### src/rtl/capture_ctrl.sv
// capture_ctrl: frame-level sequencer for the camera capture path.
// Enables the capture stage after sensor configuration, discards warm-up
// frames, gates frame-RAM writes, swaps ping-pong banks on good frames and
// applies run/freeze/snapshot and filter changes only at frame boundaries.
module capture_ctrl #(
    parameter int SKIP_FRAMES  = 10,
    parameter int FRAME_PIXELS = 307200,
    parameter int CNT_W        = 20
) (
    input  logic       pclk,
    input  logic       rst_n,
    input  logic       config_done,
    input  logic       vsync,
    input  logic       pix_valid,
    input  logic       run_req,
    input  logic       freeze_req,
    input  logic       snap_req,
    input  logic [2:0] filter_req,
    output logic       cap_enable,
    output logic       ram_we,
    output logic       wr_bank,
    output logic       rd_bank,
    output logic [2:0] filter_sel,
    output logic [7:0] frame_cnt,
    output logic       frame_err,
    output logic       snap_done
);

    typedef enum logic [2:0] {
        ST_IDLE   = 3'd0,
        ST_SKIP   = 3'd1,
        ST_RUN    = 3'd2,
        ST_FREEZE = 3'd3,
        ST_SNAP   = 3'd4
    } state_t;

    typedef enum logic [1:0] {
        PEND_NONE   = 2'd0,
        PEND_RUN    = 2'd1,
        PEND_FREEZE = 2'd2,
        PEND_SNAP   = 2'd3
    } pend_t;

    localparam int                SKIP_W    = (SKIP_FRAMES > 0) ? $clog2(SKIP_FRAMES + 1) : 1;
    localparam logic [SKIP_W-1:0] SKIP_INIT = SKIP_W'(SKIP_FRAMES);
    localparam logic [CNT_W-1:0]  GOOD_CNT  = CNT_W'(FRAME_PIXELS);
    localparam logic [CNT_W-1:0]  CNT_MAX   = {CNT_W{1'b1}};

    state_t            state_r;
    state_t            state_nxt_s;
    pend_t             pend_r;
    pend_t             req_s;
    logic              req_valid_s;
    logic              req_same_s;
    logic              req_ok_s;
    logic [1:0]        vs_d_r;
    logic              rise_s;
    logic              fall_s;
    logic              frame_active_r;
    logic [CNT_W-1:0]  pix_cnt_r;
    logic [SKIP_W-1:0] skip_cnt_r;
    logic              good_s;
    logic              cap_enable_r;
    logic              wr_bank_r;
    logic              rd_bank_r;
    logic [2:0]        filter_sel_r;
    logic [7:0]        frame_cnt_r;
    logic              frame_err_r;
    logic              snap_done_r;
    logic              ram_we_s;

    assign rise_s = (vs_d_r == 2'b01);
    assign fall_s = (vs_d_r == 2'b10);
    assign good_s = (pix_cnt_r == GOOD_CNT);

    // State register, vsync edge-detect history and capture-stage enable
    always_ff @(posedge pclk or negedge rst_n) begin
        if (!rst_n) begin
            state_r      <= ST_IDLE;
            vs_d_r       <= 2'b00;
            cap_enable_r <= 1'b0;
        end else begin
            state_r      <= state_nxt_s;
            vs_d_r       <= {vs_d_r[0], vsync};
            cap_enable_r <= (state_nxt_s != ST_IDLE);
        end
    end

    // Next-state logic: config loss dominates, mode changes only at boundaries
    always_comb begin
        state_nxt_s = state_r;
        if (!config_done) begin
            state_nxt_s = ST_IDLE;
        end else begin
            case (state_r)
                ST_IDLE: begin
                    state_nxt_s = (SKIP_FRAMES == 0) ? ST_RUN : ST_SKIP;
                end
                ST_SKIP: begin
                    if (fall_s && frame_active_r && (skip_cnt_r == SKIP_W'(1))) begin
                        state_nxt_s = ST_RUN;
                    end else begin
                        state_nxt_s = ST_SKIP;
                    end
                end
                ST_RUN: begin
                    if (rise_s && (pend_r == PEND_FREEZE)) begin
                        state_nxt_s = ST_FREEZE;
                    end else if (rise_s && (pend_r == PEND_SNAP)) begin
                        state_nxt_s = ST_SNAP;
                    end else begin
                        state_nxt_s = ST_RUN;
                    end
                end
                ST_FREEZE: begin
                    if (rise_s && (pend_r == PEND_RUN)) begin
                        state_nxt_s = ST_RUN;
                    end else if (rise_s && (pend_r == PEND_SNAP)) begin
                        state_nxt_s = ST_SNAP;
                    end else begin
                        state_nxt_s = ST_FREEZE;
                    end
                end
                ST_SNAP: begin
                    if (rise_s && (pend_r == PEND_FREEZE)) begin
                        state_nxt_s = ST_FREEZE;
                    end else if (fall_s && frame_active_r && good_s) begin
                        state_nxt_s = ST_FREEZE;
                    end else begin
                        state_nxt_s = ST_SNAP;
                    end
                end
                default: begin
                    state_nxt_s = ST_IDLE;
                end
            endcase
        end
    end

    // Request decode: freeze beats snap beats run; same-as-current cancels
    always_comb begin
        req_s       = PEND_NONE;
        req_valid_s = 1'b0;
        if (freeze_req) begin
            req_s       = PEND_FREEZE;
            req_valid_s = 1'b1;
        end else if (snap_req) begin
            req_s       = PEND_SNAP;
            req_valid_s = 1'b1;
        end else if (run_req) begin
            req_s       = PEND_RUN;
            req_valid_s = 1'b1;
        end else begin
            req_s       = PEND_NONE;
            req_valid_s = 1'b0;
        end
        req_ok_s   = (state_r == ST_RUN) || (state_r == ST_FREEZE) || (state_r == ST_SNAP);
        req_same_s = ((req_s == PEND_RUN)    && (state_r == ST_RUN))    ||
                     ((req_s == PEND_FREEZE) && (state_r == ST_FREEZE)) ||
                     ((req_s == PEND_SNAP)   && (state_r == ST_SNAP));
    end

    // Pending mode register: consumed at frame start, cleared on config loss
    always_ff @(posedge pclk or negedge rst_n) begin
        if (!rst_n) begin
            pend_r <= PEND_NONE;
        end else if (!config_done) begin
            pend_r <= PEND_NONE;
        end else if (req_valid_s && req_ok_s) begin
            pend_r <= req_same_s ? PEND_NONE : req_s;
        end else if (rise_s || (state_r == ST_IDLE)) begin
            pend_r <= PEND_NONE;
        end
    end

    // Frame tracking, pixel counting, bank swap and boundary status pulses
    always_ff @(posedge pclk or negedge rst_n) begin
        if (!rst_n) begin
            frame_active_r <= 1'b0;
            pix_cnt_r      <= {CNT_W{1'b0}};
            skip_cnt_r     <= {SKIP_W{1'b0}};
            wr_bank_r      <= 1'b0;
            rd_bank_r      <= 1'b1;
            filter_sel_r   <= 3'd0;
            frame_cnt_r    <= 8'd0;
            frame_err_r    <= 1'b0;
            snap_done_r    <= 1'b0;
        end else begin
            frame_err_r <= 1'b0;
            snap_done_r <= 1'b0;
            if (!config_done) begin
                frame_active_r <= 1'b0;
            end else if (state_r == ST_IDLE) begin
                frame_active_r <= 1'b0;
                skip_cnt_r     <= SKIP_INIT;
            end else if (rise_s) begin
                frame_active_r <= 1'b1;
                pix_cnt_r      <= {CNT_W{1'b0}};
                filter_sel_r   <= filter_req;
            end else if (fall_s && frame_active_r) begin
                frame_active_r <= 1'b0;
                case (state_r)
                    ST_SKIP: begin
                        skip_cnt_r <= skip_cnt_r - SKIP_W'(1);
                    end
                    ST_RUN, ST_SNAP: begin
                        if (good_s) begin
                            rd_bank_r   <= wr_bank_r;
                            wr_bank_r   <= ~wr_bank_r;
                            frame_cnt_r <= frame_cnt_r + 8'd1;
                            snap_done_r <= (state_r == ST_SNAP);
                        end else begin
                            frame_err_r <= 1'b1;
                        end
                    end
                    default: begin
                        frame_active_r <= 1'b0;
                    end
                endcase
            end else if (pix_valid && frame_active_r && (pix_cnt_r != CNT_MAX)) begin
                pix_cnt_r <= pix_cnt_r + CNT_W'(1);
            end
        end
    end

    // Frame-RAM write enable: only while writing states own an active frame
    always_comb begin
        if ((state_r == ST_RUN) || (state_r == ST_SNAP)) begin
            ram_we_s = pix_valid & frame_active_r;
        end else begin
            ram_we_s = 1'b0;
        end
    end

    assign cap_enable = cap_enable_r;
    assign ram_we     = ram_we_s;
    assign wr_bank    = wr_bank_r;
    assign rd_bank    = rd_bank_r;
    assign filter_sel = filter_sel_r;
    assign frame_cnt  = frame_cnt_r;
    assign frame_err  = frame_err_r;
    assign snap_done  = snap_done_r;

endmodule

### config.mk
export PLATFORM = sky130hd
export DESIGN_NAME = capture_ctrl
export DESIGN_NICKNAME = d
export VERILOG_FILES = /design/src/rtl/capture_ctrl.sv
export SDC_FILE = /design/constraint.sdc
export NUM_CORES = 1
export LEC_CHECK = 0
export ABC_AREA = 1
export CAP_MARGIN = 0
export CORE_ASPECT_RATIO = 1.75
export CORE_MARGIN = 5
export CORE_UTILIZATION = 52
export CTS_CLUSTER_DIAMETER = 120
export DETAILED_ROUTE_END_ITERATION = 6
export PLACE_DENSITY = 0.74
export SLEW_MARGIN = 25
export SYNTH_ARGS = -nofsm -noshare
export SYNTH_HDL_FRONTEND = slang
export SYNTH_SLANG_ARGS = --single-unit
### constraint.sdc
create_clock -name pclk -period 1.9 [get_ports pclk]
set_clock_uncertainty 0.1 [all_clocks]
set_input_delay 0.38 -clock pclk [delete_from_list [all_inputs] [get_ports pclk]]
set_output_delay 0.38 -clock pclk [all_outputs]
set_load 0.005 [all_outputs]
==> flow_metrics.py <==
metrics = {
    "run_status": {
        "status": "finished, final reports clean",
    },
    "floorplanning": {
        "design.die.area_um2": 7420,
        "core.rowCount": 36,
        "design.portCount": 28,
        "die_y_um": 110,
        "dieWidth_um": 67.3,
        "start_util_pct": 53.5,
        "placeableCoreArea_um2": 5590,
    },
    "synth": {
        "synth_enable_flop_cells": 0,
        "synth_flop_cell": "sky130_fd_sc_hd__dfrtp_1",
        "post_synthesis_compound_gate_area_fraction_pct": 6.66,
        "synth.lib_cells_used.distinct": 34,
        "main_combinational_cell_family_by_area_after_synthesis": "simple AND/OR/NAND/NOR gates",
        "synth.area.mux_share_pct": 0,
        "synthArstFlopShare_pct": 100,
        "post_synthesis_cell_area_um2": 2990,
        "yosysWarningCount": 0,
        "synth_fa_ha_area_share_pct": 2.09,
        "synthTopCellsByArea": "sky130_fd_sc_hd__dfrtp_1, sky130_fd_sc_hd__nand2_1, sky130_fd_sc_hd__nor2_1, sky130_fd_sc_hd__nand3_1, sky130_fd_sc_hd__inv_1",
        "post-synth-top-count-cell": "sky130_fd_sc_hd__nand2_1",
        "yosys_register_bits": 48,
        "synth_simple_gate_area_share_pct": 38.6,
        "synth_commonest_cells": "sky130_fd_sc_hd__nand2_1, sky130_fd_sc_hd__nor2_1, sky130_fd_sc_hd__inv_1",
        "synthDominantCellAreaShare_pct": 39.4,
        "yosys.area.top_type": "sky130_fd_sc_hd__dfrtp_1",
        "post_synth_xor_area_fraction_pct": 4.11,
        "yosysSeqAreaShare_pct": 40.3,
        "mappedNetlistNets": 450,
        "mapped_cells": 434,
        "synth_area_per_cell_um2": 6.88,
    },
    "timing": {
        "grt_setup_unrepaired": "true",
        "timing.final.setup_violations": 0,
        "period_share_pct": 96.6,
        "fmaxAchievable_mhz": 545,
        "worst_slew_margin_rel_pct": 70.0,
        "setup_ws_ps": 63.8,
        "min_tclk_post_route_ps": 1840,
        "slew_violations": 0,
        "hold_ws_ps": 329,
        "fin_tns_setup_ps": 0,
        "hold_viol_final": 0,
        "worst-slew-pin-transition_ps": 450,
    },
    "worst_hold_path": {
        "timing.hold.worst_endpoint": "vs_d_r[1]",
        "worst_hold_path_type": "register to register",
        "worstHoldPathCells": 0,
        "hp-start": "vs_d_r[0]",
    },
    "power": {
        "power.density_nw_per_um2": 698,
        "ir_worst_vdd_mv": 0.752,
        "post_route_total_power_mw": 2.64,
        "leakage_nw": 1.78,
    },
    "cts": {
        "tritoncts_clock_tree": "done",
        "cts-htree-levels": 2,
        "cts_buffers": 5,
        "cts.clk_slew.worst_paths_ps": 100,
        "clock_tree.buffer_depth": 2,
        "cts.sinks": 48,
        "clock_latency_ps": 310,
        "buffer_type_at_the_clock_tree_root": "sky130_fd_sc_hd__clkbuf_8",
    },
    "placement": {
        "finalWeightedCongestion": 0.924,
        "port-buffer-count": 27,
        "dp_cells": 553,
        "pre_cts_slack_ps": -152,
        "dpl-instance-area_um2": 3490,
        "hpwl_after_detailed_placement_mm": 5.47,
    },
    "worst_setup_path": {
        "worst_r2r_endpoint": "pix_cnt_r[10]",
        "path_class": "register to output port",
        "worstReg2RegStart": "pix_cnt_r[0]",
        "crit_path_end_kind": "output port",
        "critical_path.slowest_cell": "sky130_fd_sc_hd__dfstp_2",
        "worst_setup_path_start_kind": "register",
        "critical_path.max_stage_delay_ps": 540,
        "ff2ff_setup_slack_ps": 100,
        "crit_required_ps": 1420,
        "arrival_ps": 1360,
        "cp_top_family": "flip-flops",
        "worst_path_cell_trace": "clkdlybuf4s50_1",
        "critical_path_buf_inv_count": 1,
        "crit_path_max_fo": 2,
        "reg2regPathDepth": 12,
    },
    "grt": {
        "use_met2_pct": 40.6,
        "grt_most_used_layer": "met2",
        "number_of_antenna_violations_at_the_first_check_in_global_routing": 0,
        "grt_use_met1_pct": 22.1,
        "globalRoute.totalOverflow": 0,
        "grt_max_degree": 33,
        "groute.usage.overall_pct": 21.2,
        "first_global_vias": 2850,
        "fraction_of_met3_tracks_used_by_global_routing_pct": 3.14,
        "grt_first_pass_wirelength_mm": 12.1,
    },
    "layout": {
        "layout-drive-gt1-share_pct": 13.7,
        "final_cell_area_um2": 3780,
        "postLayoutCoreUtil_pct": 67.7,
        "n_antenna_cell": 0,
        "flow.area_growth_from_synthesis_pct": 26.6,
        "final_net_count": 512,
        "layoutNonFillerInstCount": 573,
        "n_fill_cell": 515,
    },
    "detailed_routing": {
        "route.vias.total": 2931,
        "drt_drc_violations_left": 0,
        "routed_wl_mm": 7.27,
        "route.detailed.wl_per_inst_um": 12.7,
        "vias_per_cell": 5.12,
        "antenna_left": 0,
        "dr.pass1.iters": 4,
        "drt_iter0_markers": 163,
    },
    "flow_run": {
        "maxCapViolations": 0,
    },
}
power breakdown:
part / leakage (nW) / switching [mW] / total (mW) / internal, mW
combinational: 1.10 / 0.345 / 0.646 / 0.301
clock: 0.0548 / 0.373 / 0.770 / 0.397
sequential: 0.624 / 0.106 / 1.22 / 1.12
placed cells by master, fill, tap and decap left out, types with 3 or more instances in the layout:
cell type                         count
sky130_fd_sc_hd__xor2_1              13
sky130_fd_sc_hd__o21ai_0             15
sky130_fd_sc_hd__inv_1               50
sky130_fd_sc_hd__ha_1                 3
sky130_fd_sc_hd__nand2_1            127
sky130_fd_sc_hd__nand4_1              7
sky130_fd_sc_hd__nand3_2              3
sky130_fd_sc_hd__nor3_1               9
sky130_fd_sc_hd__clkdlybuf4s50_1     25
sky130_fd_sc_hd__buf_6                6
sky130_fd_sc_hd__buf_2                3
sky130_fd_sc_hd__a21oi_1              5
sky130_fd_sc_hd__nand2_4              4
sky130_fd_sc_hd__buf_4               24
sky130_fd_sc_hd__o21ai_1              9
sky130_fd_sc_hd__nand3_1             38
sky130_fd_sc_hd__clkbuf_8             5
sky130_fd_sc_hd__dfrtp_1             47
sky130_fd_sc_hd__inv_2                5
sky130_fd_sc_hd__nor2_1              69
sky130_fd_sc_hd__nor2_4               4
cell families (layout without fill, tap and decap cells):
kind of cell    count (synthesis)  count (layout)
flops                          48              48
compound gates                 36              36
fa+ha+maj                       5               5
simple gates                  269             269
buf+inv                        62             125
xor+xnor                       14              14
worst max-delay path by stage:
| stage | slack [ps] | endpoint | cells past startpoint | from |
|---|---|---|---|---|
| 2_1_floorplan | 130 | pix_cnt_r[13] | 9 | pix_cnt_r[0] |
| 3_3_place_gp | -160 | ram_we | 4 | pix_valid |
| 3_5_place_dp | -150 | ram_we | 4 | pix_valid |
| 4_1_cts | 50 | rd_bank | 1 | rd_bank |
| 5_1_grt | -50 | wr_bank | 11 | pix_cnt_r[0] |
| 6_report | 60 | rd_bank | 1 | rd_bank |
registers in the layout, summed over array words and instances, names as in the netlist:
signal          flops
wr_bank             1
snap_done           1
state_r             3
frame_cnt           8
skip_cnt_r          4
vs_d_r              2
frame_active_r      1
cap_enable          1
pix_cnt_r          20
rd_bank             1
pend_r              2
frame_err           1
filter_sel          3
final cells by class:
class                           instances  area, µm²  share of cell area, %
Multi-Input combinational cell        324       1610                   42.5
Sequential cell                        48       1200                   31.8
Timing Repair Buffer                   61        552                   14.6
Inverter                               56        210                   5.56
Tap cell                               76       95.1                   2.51
Clock buffer                            5       68.8                   1.82
Clock inverter                          3       46.3                   1.22
metal layers:
metal / wire [µm] / vias up / part of all wire, %
met5: 0 / - / 0
met4: 253 / 0 / 3.5
met3: 243 / 20 / 3.3
met2: 4050 / 66 / 56
met1: 2720 / 1356 / 37
li1: - / 1489 / -
what timing repair did:
action,in CTS,in global routing
pin swaps,1,5
hold buffers,1,0
endpoints found under the setup margin,1,14
gates resized for setup,1,27
setup buffers,2,7
gates cloned,0,2
hold endpoints to repair,16,0
(Power assumes the default switching activity.)
